$ cat src/rtl/simplearm_mem_pkg.sv
// Shared types for the memory bus master: access size, response error codes
// and the master FSM state encoding.
package simplearm_mem_pkg;

  typedef enum logic [1:0] {
    SZ_BYTE    = 2'b00,
    SZ_HALF    = 2'b01,
    SZ_WORD    = 2'b10,
    SZ_ILLEGAL = 2'b11
  } size_e;

  typedef enum logic [1:0] {
    ERR_NONE     = 2'b00,
    ERR_MISALIGN = 2'b01,
    ERR_SIZE     = 2'b10,
    ERR_TIMEOUT  = 2'b11
  } err_e;

  typedef enum logic [2:0] {
    MST_IDLE    = 3'd0,
    MST_STROBE  = 3'd1,
    MST_WAIT    = 3'd2,
    MST_CAPTURE = 3'd3,
    MST_RESP    = 3'd4
  } mst_state_e;

endpackage

$ cat src/rtl/mem_bus_master_if.sv
// Memory bus between the initiator (master) and an SRAM-style responder.
//   addr    : word-aligned byte address      (master -> slave)
//   wdata   : lane-replicated store data     (master -> slave)
//   wr_en   : single-cycle write strobe      (master -> slave)
//   rd_en   : single-cycle read strobe       (master -> slave)
//   byte_en : lane enables                   (master -> slave)
//   rdata   : read data, valid the cycle after ready (slave -> master)
//   ready   : completion pulse               (slave -> master)
interface mem_bus_master_if #(
  parameter int ADDR_W = 32
);
  logic [ADDR_W-1:0] addr;
  logic [31:0]       wdata;
  logic [31:0]       rdata;
  logic              wr_en;
  logic              rd_en;
  logic [3:0]        byte_en;
  logic              ready;

  modport master (
    output addr, wdata, wr_en, rd_en, byte_en,
    input  rdata, ready
  );

  modport slave (
    input  addr, wdata, wr_en, rd_en, byte_en,
    output rdata, ready
  );
endinterface

$ cat src/rtl/mem_lane_align.sv
// Purely combinational lane steering for the memory bus master.
//   addr_lo   : byte offset within the word
//   size      : access size
//   is_signed : sign-extend the load result
//   st_data   : right-justified store data
//   ld_word   : raw bus read word
//   byte_en   : lane enables for the access
//   st_lanes  : store data replicated onto every lane it may occupy
//   ld_result : selected load bytes, shifted down and extended
//   misalign  : half/word access not naturally aligned
//   illegal   : reserved size encoding
module mem_lane_align
  import simplearm_mem_pkg::*;
(
  input  logic [1:0]  addr_lo,
  input  size_e       size,
  input  logic        is_signed,
  input  logic [31:0] st_data,
  input  logic [31:0] ld_word,
  output logic [3:0]  byte_en,
  output logic [31:0] st_lanes,
  output logic [31:0] ld_result,
  output logic        misalign,
  output logic        illegal
);

  logic [31:0] shifted;

  assign shifted = ld_word >> {addr_lo, 3'b000};

  always_comb begin
    byte_en   = 4'b0000;
    st_lanes  = 32'h0;
    ld_result = 32'h0;
    misalign  = 1'b0;
    illegal   = 1'b0;
    case (size)
      SZ_BYTE: begin
        byte_en   = 4'b0001 << addr_lo;
        st_lanes  = {4{st_data[7:0]}};
        ld_result = is_signed ? {{24{shifted[7]}}, shifted[7:0]}
                              : {24'h0, shifted[7:0]};
      end
      SZ_HALF: begin
        misalign  = addr_lo[0];
        byte_en   = 4'b0011 << addr_lo;
        st_lanes  = {2{st_data[15:0]}};
        ld_result = is_signed ? {{16{shifted[15]}}, shifted[15:0]}
                              : {16'h0, shifted[15:0]};
      end
      SZ_WORD: begin
        misalign  = |addr_lo;
        byte_en   = 4'b1111;
        st_lanes  = st_data;
        ld_result = shifted;
      end
      default: begin
        illegal = 1'b1;
      end
    endcase
  end

endmodule

$ cat src/rtl/mem_bus_master.sv
// Single-outstanding load/store initiator. Takes one request over a
// valid/ready channel, issues a one-cycle bus strobe, waits for the
// responder's ready pulse (or times out) and returns a held response.
//   clk, rst_n        : clock, synchronous active-low reset
//   req_*             : request channel (address, direction, size, sign, data)
//   resp_*            : response channel (extended load data, error + code)
//   bus               : memory bus, master side
//
// state   | meaning
// --------+-------------------------------------------------------------
// IDLE    | req_ready high, bus quiet; latch request, pre-check errors
// STROBE  | one-cycle rd_en/wr_en with aligned addr, lanes, byte_en
// WAIT    | strobes low, bus payload held; count until ready or timeout
// CAPTURE | rdata valid this cycle; extract and extend into response
// RESP    | resp_valid high, payload held until resp_ready
module mem_bus_master
  import simplearm_mem_pkg::*;
#(
  parameter int TIMEOUT_CYCLES = 16,
  parameter int ADDR_W         = 32
) (
  input  logic              clk,
  input  logic              rst_n,
  input  logic              req_valid,
  output logic              req_ready,
  input  logic [ADDR_W-1:0] req_addr,
  input  logic              req_write,
  input  logic [1:0]        req_size,
  input  logic              req_signed,
  input  logic [31:0]       req_wdata,
  output logic              resp_valid,
  input  logic              resp_ready,
  output logic [31:0]       resp_rdata,
  output logic              resp_err,
  output logic [1:0]        resp_err_code,
  mem_bus_master_if.master  bus
);

  localparam logic [2:0] S_IDLE    = MST_IDLE;
  localparam logic [2:0] S_STROBE  = MST_STROBE;
  localparam logic [2:0] S_WAIT    = MST_WAIT;
  localparam logic [2:0] S_CAPTURE = MST_CAPTURE;
  localparam logic [2:0] S_RESP    = MST_RESP;

  localparam logic [7:0] CNT_LAST = 8'(TIMEOUT_CYCLES - 1);

  logic [2:0]        state_q, state_d;
  logic [ADDR_W-1:0] addr_q, addr_d;
  logic              write_q, write_d;
  size_e             size_q, size_d;
  logic              signed_q, signed_d;
  logic [31:0]       wdata_q, wdata_d;
  logic [7:0]        cnt_q, cnt_d;
  logic [31:0]       rdata_q, rdata_d;
  logic              err_q, err_d;
  err_e              code_q, code_d;

  // In IDLE the aligner looks at the incoming request so errors are known
  // before anything is latched; afterwards it works on the latched copy.
  logic        in_idle;
  logic [1:0]  al_addr_lo;
  size_e       al_size;
  logic [3:0]  al_byte_en;
  logic [31:0] al_st_lanes;
  logic [31:0] al_ld_result;
  logic        al_misalign;
  logic        al_illegal;

  assign in_idle    = (state_q == S_IDLE);
  assign al_addr_lo = in_idle ? req_addr[1:0] : addr_q[1:0];
  assign al_size    = in_idle ? size_e'(req_size) : size_q;

  mem_lane_align u_align (
    .addr_lo   (al_addr_lo),
    .size      (al_size),
    .is_signed (signed_q),
    .st_data   (wdata_q),
    .ld_word   (bus.rdata),
    .byte_en   (al_byte_en),
    .st_lanes  (al_st_lanes),
    .ld_result (al_ld_result),
    .misalign  (al_misalign),
    .illegal   (al_illegal)
  );

  always_comb begin
    state_d  = state_q;
    addr_d   = addr_q;
    write_d  = write_q;
    size_d   = size_q;
    signed_d = signed_q;
    wdata_d  = wdata_q;
    cnt_d    = cnt_q;
    rdata_d  = rdata_q;
    err_d    = err_q;
    code_d   = code_q;
    case (state_q)
      S_IDLE: begin
        if (req_valid) begin
          addr_d   = req_addr;
          write_d  = req_write;
          size_d   = size_e'(req_size);
          signed_d = req_signed;
          wdata_d  = req_wdata;
          rdata_d  = 32'h0;
          if (al_illegal) begin
            state_d = S_RESP;
            err_d   = 1'b1;
            code_d  = ERR_SIZE;
          end else if (al_misalign) begin
            state_d = S_RESP;
            err_d   = 1'b1;
            code_d  = ERR_MISALIGN;
          end else begin
            state_d = S_STROBE;
          end
        end
      end
      S_STROBE: begin
        cnt_d   = 8'h0;
        state_d = S_WAIT;
      end
      S_WAIT: begin
        // ready is checked first so a pulse on the last allowed cycle
        // still completes the access.
        if (bus.ready) begin
          if (write_q) begin
            state_d = S_RESP;
            rdata_d = 32'h0;
            err_d   = 1'b0;
            code_d  = ERR_NONE;
          end else begin
            state_d = S_CAPTURE;
          end
        end else if (cnt_q == CNT_LAST) begin
          state_d = S_RESP;
          rdata_d = 32'h0;
          err_d   = 1'b1;
          code_d  = ERR_TIMEOUT;
        end else begin
          cnt_d = cnt_q + 8'h1;
        end
      end
      S_CAPTURE: begin
        state_d = S_RESP;
        rdata_d = al_ld_result;
        err_d   = 1'b0;
        code_d  = ERR_NONE;
      end
      S_RESP: begin
        if (resp_ready) begin
          state_d = S_IDLE;
          rdata_d = 32'h0;
          err_d   = 1'b0;
          code_d  = ERR_NONE;
        end
      end
      default: begin
        state_d = S_IDLE;
      end
    endcase
  end

  always_ff @(posedge clk) begin
    if (!rst_n) begin
      state_q  <= S_IDLE;
      addr_q   <= '0;
      write_q  <= 1'b0;
      size_q   <= SZ_BYTE;
      signed_q <= 1'b0;
      wdata_q  <= 32'h0;
      cnt_q    <= 8'h0;
      rdata_q  <= 32'h0;
      err_q    <= 1'b0;
      code_q   <= ERR_NONE;
    end else begin
      state_q  <= state_d;
      addr_q   <= addr_d;
      write_q  <= write_d;
      size_q   <= size_d;
      signed_q <= signed_d;
      wdata_q  <= wdata_d;
      cnt_q    <= cnt_d;
      rdata_q  <= rdata_d;
      err_q    <= err_d;
      code_q   <= code_d;
    end
  end

  logic bus_active;
  assign bus_active = (state_q == S_STROBE) || (state_q == S_WAIT);

  assign bus.addr    = bus_active ? {addr_q[ADDR_W-1:2], 2'b00} : '0;
  assign bus.wdata   = (bus_active && write_q) ? al_st_lanes : 32'h0;
  assign bus.byte_en = bus_active ? al_byte_en : 4'b0000;
  assign bus.wr_en   = (state_q == S_STROBE) && write_q;
  assign bus.rd_en   = (state_q == S_STROBE) && !write_q;

  assign req_ready     = in_idle;
  assign resp_valid    = (state_q == S_RESP);
  assign resp_rdata    = rdata_q;
  assign resp_err      = err_q;
  assign resp_err_code = code_q;

endmodule
$ cat src/flat_wrapper.sv
// flat-port wrapper written by rule: the top's interface ports become plain ports
module mem_bus_master_flat import simplearm_mem_pkg::*;
#(
  parameter int TIMEOUT_CYCLES = 16,
  parameter int ADDR_W         = 32
)
  (clk, rst_n, req_valid, req_ready, req_addr, req_write, req_size, req_signed, req_wdata, resp_valid, resp_ready, resp_rdata, resp_err, resp_err_code, bus_addr, bus_wdata, bus_wr_en, bus_rd_en, bus_byte_en, bus_rdata, bus_ready);
  mem_bus_master_if #(.ADDR_W(ADDR_W)) bus_i ();
  input  logic clk;
  input  logic rst_n;
  input  logic req_valid;
  output logic req_ready;
  input  logic [ADDR_W-1:0] req_addr;
  input  logic req_write;
  input  logic [1:0] req_size;
  input  logic req_signed;
  input  logic [31:0] req_wdata;
  output logic resp_valid;
  input  logic resp_ready;
  output logic [31:0] resp_rdata;
  output logic resp_err;
  output logic [1:0] resp_err_code;
  output wire logic [$bits(bus_i.addr)-1:0] bus_addr;
  output wire logic [$bits(bus_i.wdata)-1:0] bus_wdata;
  output wire logic [$bits(bus_i.wr_en)-1:0] bus_wr_en;
  output wire logic [$bits(bus_i.rd_en)-1:0] bus_rd_en;
  output wire logic [$bits(bus_i.byte_en)-1:0] bus_byte_en;
  input wire logic [$bits(bus_i.rdata)-1:0] bus_rdata;
  input wire logic [$bits(bus_i.ready)-1:0] bus_ready;
  assign bus_addr = bus_i.addr;
  assign bus_wdata = bus_i.wdata;
  assign bus_wr_en = bus_i.wr_en;
  assign bus_rd_en = bus_i.rd_en;
  assign bus_byte_en = bus_i.byte_en;
  assign bus_i.rdata = bus_rdata;
  assign bus_i.ready = bus_ready;
  mem_bus_master #(.TIMEOUT_CYCLES(TIMEOUT_CYCLES), .ADDR_W(ADDR_W)) u_core (.clk(clk), .rst_n(rst_n), .req_valid(req_valid), .req_ready(req_ready), .req_addr(req_addr), .req_write(req_write), .req_size(req_size), .req_signed(req_signed), .req_wdata(req_wdata), .resp_valid(resp_valid), .resp_ready(resp_ready), .resp_rdata(resp_rdata), .resp_err(resp_err), .resp_err_code(resp_err_code), .bus(bus_i));
endmodule
$ cat config.mk
export PLATFORM = sky130hd
export DESIGN_NAME = mem_bus_master_flat
export DESIGN_NICKNAME = d
export VERILOG_FILES = /design/src/rtl/simplearm_mem_pkg.sv /design/src/rtl/mem_bus_master_if.sv /design/src/rtl/mem_lane_align.sv /design/src/rtl/mem_bus_master.sv /design/src/flat_wrapper.sv
export SDC_FILE = /design/constraint.sdc
export NUM_CORES = 1
export LEC_CHECK = 0
export ABC_AREA = 1
export CAP_MARGIN = 20
export CORE_ASPECT_RATIO = 1.5
export CORE_MARGIN = 1.5
export CORE_UTILIZATION = 43
export DETAILED_ROUTE_END_ITERATION = 7
export GPL_TIMING_DRIVEN = 0
export MAX_ROUTING_LAYER = met4
export PLACE_DENSITY = 0.86
export SYNTH_ARGS = -nofsm -noshare
export SYNTH_HDL_FRONTEND = slang
export SYNTH_HIERARCHICAL = 1
export SYNTH_SLANG_ARGS = --single-unit
$ cat constraint.sdc
create_clock -name clk -period 2.8 [get_ports clk]
set_input_delay 0.56 -clock clk [delete_from_list [all_inputs] [get_ports clk]]
set_output_delay 0.56 -clock clk [all_outputs]
set_load 0.02 [all_outputs]
==> flow_metrics.tcl <==
set metrics [dict create \
    core_area_mm2 0.0158 \
    cts_buffers 17 \
    syn2layout_area_growth_pct 53.4 \
    wl_per_cell_um 14.8 \
    synth.most_common_cell "nand2_1" \
    min_period_over_period_pct 116 \
    grt_pass1_vias 8027 \
    drt-total-wl_mm 25.2 \
    p_per_area_mw_per_mm2 1120 \
    dpl.cell_count 1629 \
    max_freq_mhz 308 \
    grtUsageTotal_pct 28.8 \
    drt_iter0_drc 834 \
    yosysTopAreaCell "dfxtp_1" \
    dieArea_mm2 0.0170 \
    required_ns 2.24 \
    synth_commonest_cells "nand2_1, nor2_1, inv_1" \
    clock_sinks 114 \
    clockBufferDepth 2 \
    cp_slowest_cell "dfxtp_4" \
    clock-root-buffer "clkbuf_16" \
    dpl.hpwl_mm 17.8 \
    vdd_drop_max_uv 566 \
    hold_class "flop to flop" \
    drtAntennaViolNets 0 \
    initial_core_util_pct 44.3 \
    grtUsageMet1_pct 28.9 \
    tritoncts "done" \
    syn_inst 1218 \
    timing.rr.start "u_core/state_q[0]$_SDFFE_PN0P_" \
    reg2regPathDepth 19 \
    fin_crit_ns 3.24 \
    outcome "finished, violations left" \
    crit_fanout 8 \
    yosysWarnings 6 \
    num_vias 8587 \
    endpoint "bus_wdata[1]" \
    nFillCells 1335 \
    violations "negative setup slack" \
    whs_ns 0.451 \
    finalSetupTns_ns -12.10 \
    synth-edff-count 0 \
    start_kind "flop" \
    grt_pass1_wl_mm 37.7 \
    yosysSeqAreaShare_pct 32.7 \
    antenna_found_initial 0 \
    crit_path_end_kind "output port" \
    fin_cells 1696 \
    port_buffers 207 \
    die_w_um 107 \
    drv_cap 0 \
    grt_max_degree 20 \
    syn_area_mm2 0.00698 \
    netlist-cell-type-count 31 \
    overflow 0 \
    syn_avg_cell_area_um2 5.73 \
    r2r_slack_ns 0.15 \
    clkLatencyLatePin_ns 0.41 \
    finalSetupViolCount 36 \
    crit_family "buffers and inverters" \
    path_clk_slew_ns 0.05 \
    gp_congestion 0.980 \
    critical_path_class "flop to output port" \
    cp-startpoint "u_core/state_q[0]$_SDFFE_PN0P_" \
    rsz0062_at_grt "yes" \
    fp.dieH_um 159 \
    hold_violations 0 \
    synth_ff_type "dfxtp_1" \
    pin_count 212 \
    route.detailed.drc 0 \
    antenna_cells 0 \
    tightest_slew_ns 0.714 \
    synth_seq_cells 114 \
    finalNetCount 1590 \
    cp_data_arrival_time_ns 2.68 \
    fin_skew_ns 0.00716 \
    fp-row-count 56 \
    path_buf_inv 7 \
    dp_slack_ns -0.950 \
    slowest_delay_ns 0.35 \
    rr_endpoint "u_core/resp_rdata[26]$_SDFFE_PN0P_" \
    path_cells "nor3_4 > buf_8 > nand2_4 > o21ai_4 > inv_2 > ha_2 > or2_1 > buf_6 > o21ai_4 > inv_4 > nand2_1 > inv_1 > inv_1 > nor2_2 > buf_6" \
    relSlewSlack_pct 52.4 \
    htreeDepth 4 \
    worst-path-stages 15 \
    drt_first_pass_iters 6 \
    met3_usage_pct 5.12 \
    busiest_layer "met2" \
    cts_hold_buf 0 \
    grtUsageMet2_pct 53.2 \
    synth_top_area_share_pct 32.7 \
    slew_viol_final 0 \
    drive_above_1_share_pct 18.6 \
    worst_slack_ns -0.442 \
    synthArstFlopShare_pct 0 \
    synth_area_leaders "dfxtp_1, nand2_1, nor2_1" \
    viasPerCell 5.06 \
    p_leak_nw 5.26 \
]
-- worst min-delay path by stage --
stage / from / to / slack (ns) / depth (start not counted)
2_1_floorplan: u_core/addr_q[0]$_SDFFE_PN0P_ / u_core/addr_q[0]$_SDFFE_PN0P_ / 0.42 / 2
5_1_grt: u_core/addr_q[12]$_SDFFE_PN0P_ / u_core/addr_q[12]$_SDFFE_PN0P_ / 0.46 / 2
3_5_place_dp: u_core/addr_q[19]$_SDFFE_PN0P_ / u_core/addr_q[19]$_SDFFE_PN0P_ / 0.44 / 2
6_report: u_core/addr_q[19]$_SDFFE_PN0P_ / u_core/addr_q[19]$_SDFFE_PN0P_ / 0.45 / 2
4_1_cts: u_core/addr_q[19]$_SDFFE_PN0P_ / u_core/addr_q[19]$_SDFFE_PN0P_ / 0.45 / 2
3_3_place_gp: u_core/addr_q[0]$_SDFFE_PN0P_ / u_core/addr_q[0]$_SDFFE_PN0P_ / 0.43 / 2
-- report_power, final --
part           switching [mW]  internal (mW)  total (mW)
Sequential              0.316           2.16        2.47
Clock                   0.830           1.14        1.97
Combinational            4.48           3.06        7.54
Total                    5.62           6.36        12.0
-- worst min-delay path: stages, from the launching register on --
cell,delay (ns)
dfxtp_1,0.29
inv_1,0.06
a21oi_1,0.05
-- cells in the final DEF, fill, tap and decap left out, types with 4 or more instances in the layout --
cell               n
nand2_1          288
buf_4             55
clkbuf_2           8
o21ai_0           46
a21oi_1           86
nor2_2            17
o21ai_4            4
inv_1            183
clkbuf_16         19
buf_6             32
clkbuf_1          29
dlygate4sd2_1     21
nand2_2           30
buf_2             14
inv_6              5
dfxtp_1          111
nand3_1           98
nor2_1           195
clkdlybuf4s50_1  140
inv_2             22
nand2_4           12
nand3_2           17
buf_8              7
-- state kept, by name, indices dropped and copies added, names as in the netlist --
signal,cells
u_core/addr_q,32
u_core/cnt_q,8
u_core/resp_err,1
u_core/resp_err_code,2
u_core/resp_rdata,32
u_core/signed_q,1
u_core/size_q,2
u_core/state_q,3
u_core/wdata_q,32
u_core/write_q,1
-- routing by layer --
| layer | share of wire [%] | routed length [µm] |
|---|---|---|
| met1 | 36 | 9000 |
| met4 | 3.9 | 969 |
| met3 | 7.3 | 1830 |
| met2 | 53 | 13400 |
| met5 | 0 | 0 |
-- layout make-up --
cell class,count,area [µm²],area share [%]
Multi-Input combinational cell,821,3980,37.2
Clock buffer,19,433,4.04
Sequential cell,114,2290,21.4
Clock inverter,13,103,0.958
Timing Repair Buffer,247,2390,22.3
Buffer,70,467,4.36
Inverter,209,792,7.39
Tap cell,203,254,2.37
-- kinds of logic after synthesis --
| family | Yosys count | synth area share [%] |
|---|---|---|
| other | 1 | 0.0537 |
| XOR/XNOR | 1 | 0.125 |
| buffers and inverters | 284 | 16.5 |
| AND/OR/NAND/NOR | 669 | 39.0 |
| AO/OA/AOI/OAI | 144 | 10.7 |
| adder cells (fa/ha/maj) | 5 | 0.896 |
| flip-flops | 114 | 32.7 |
-- what timing repair did --
item	in CTS	in global routing
cloned	2	2
gates resized for setup	296	139
pin swaps	18	23
endpoints found under the setup margin	96	73
buffers inserted	27	11
-- stage by stage --
step	area, µm²	power (mW)	utilization [%]
final	10700	12.0	67.9
after global routing	10700	12.8	67.9
after CTS	10300	11.3	65.3
after detailed placement	9360	8.45	59.4
after global placement	9360	8.36	59.4
after floorplan	7030	6.46	-
Note: power is estimated with default switching activity, not from simulation.
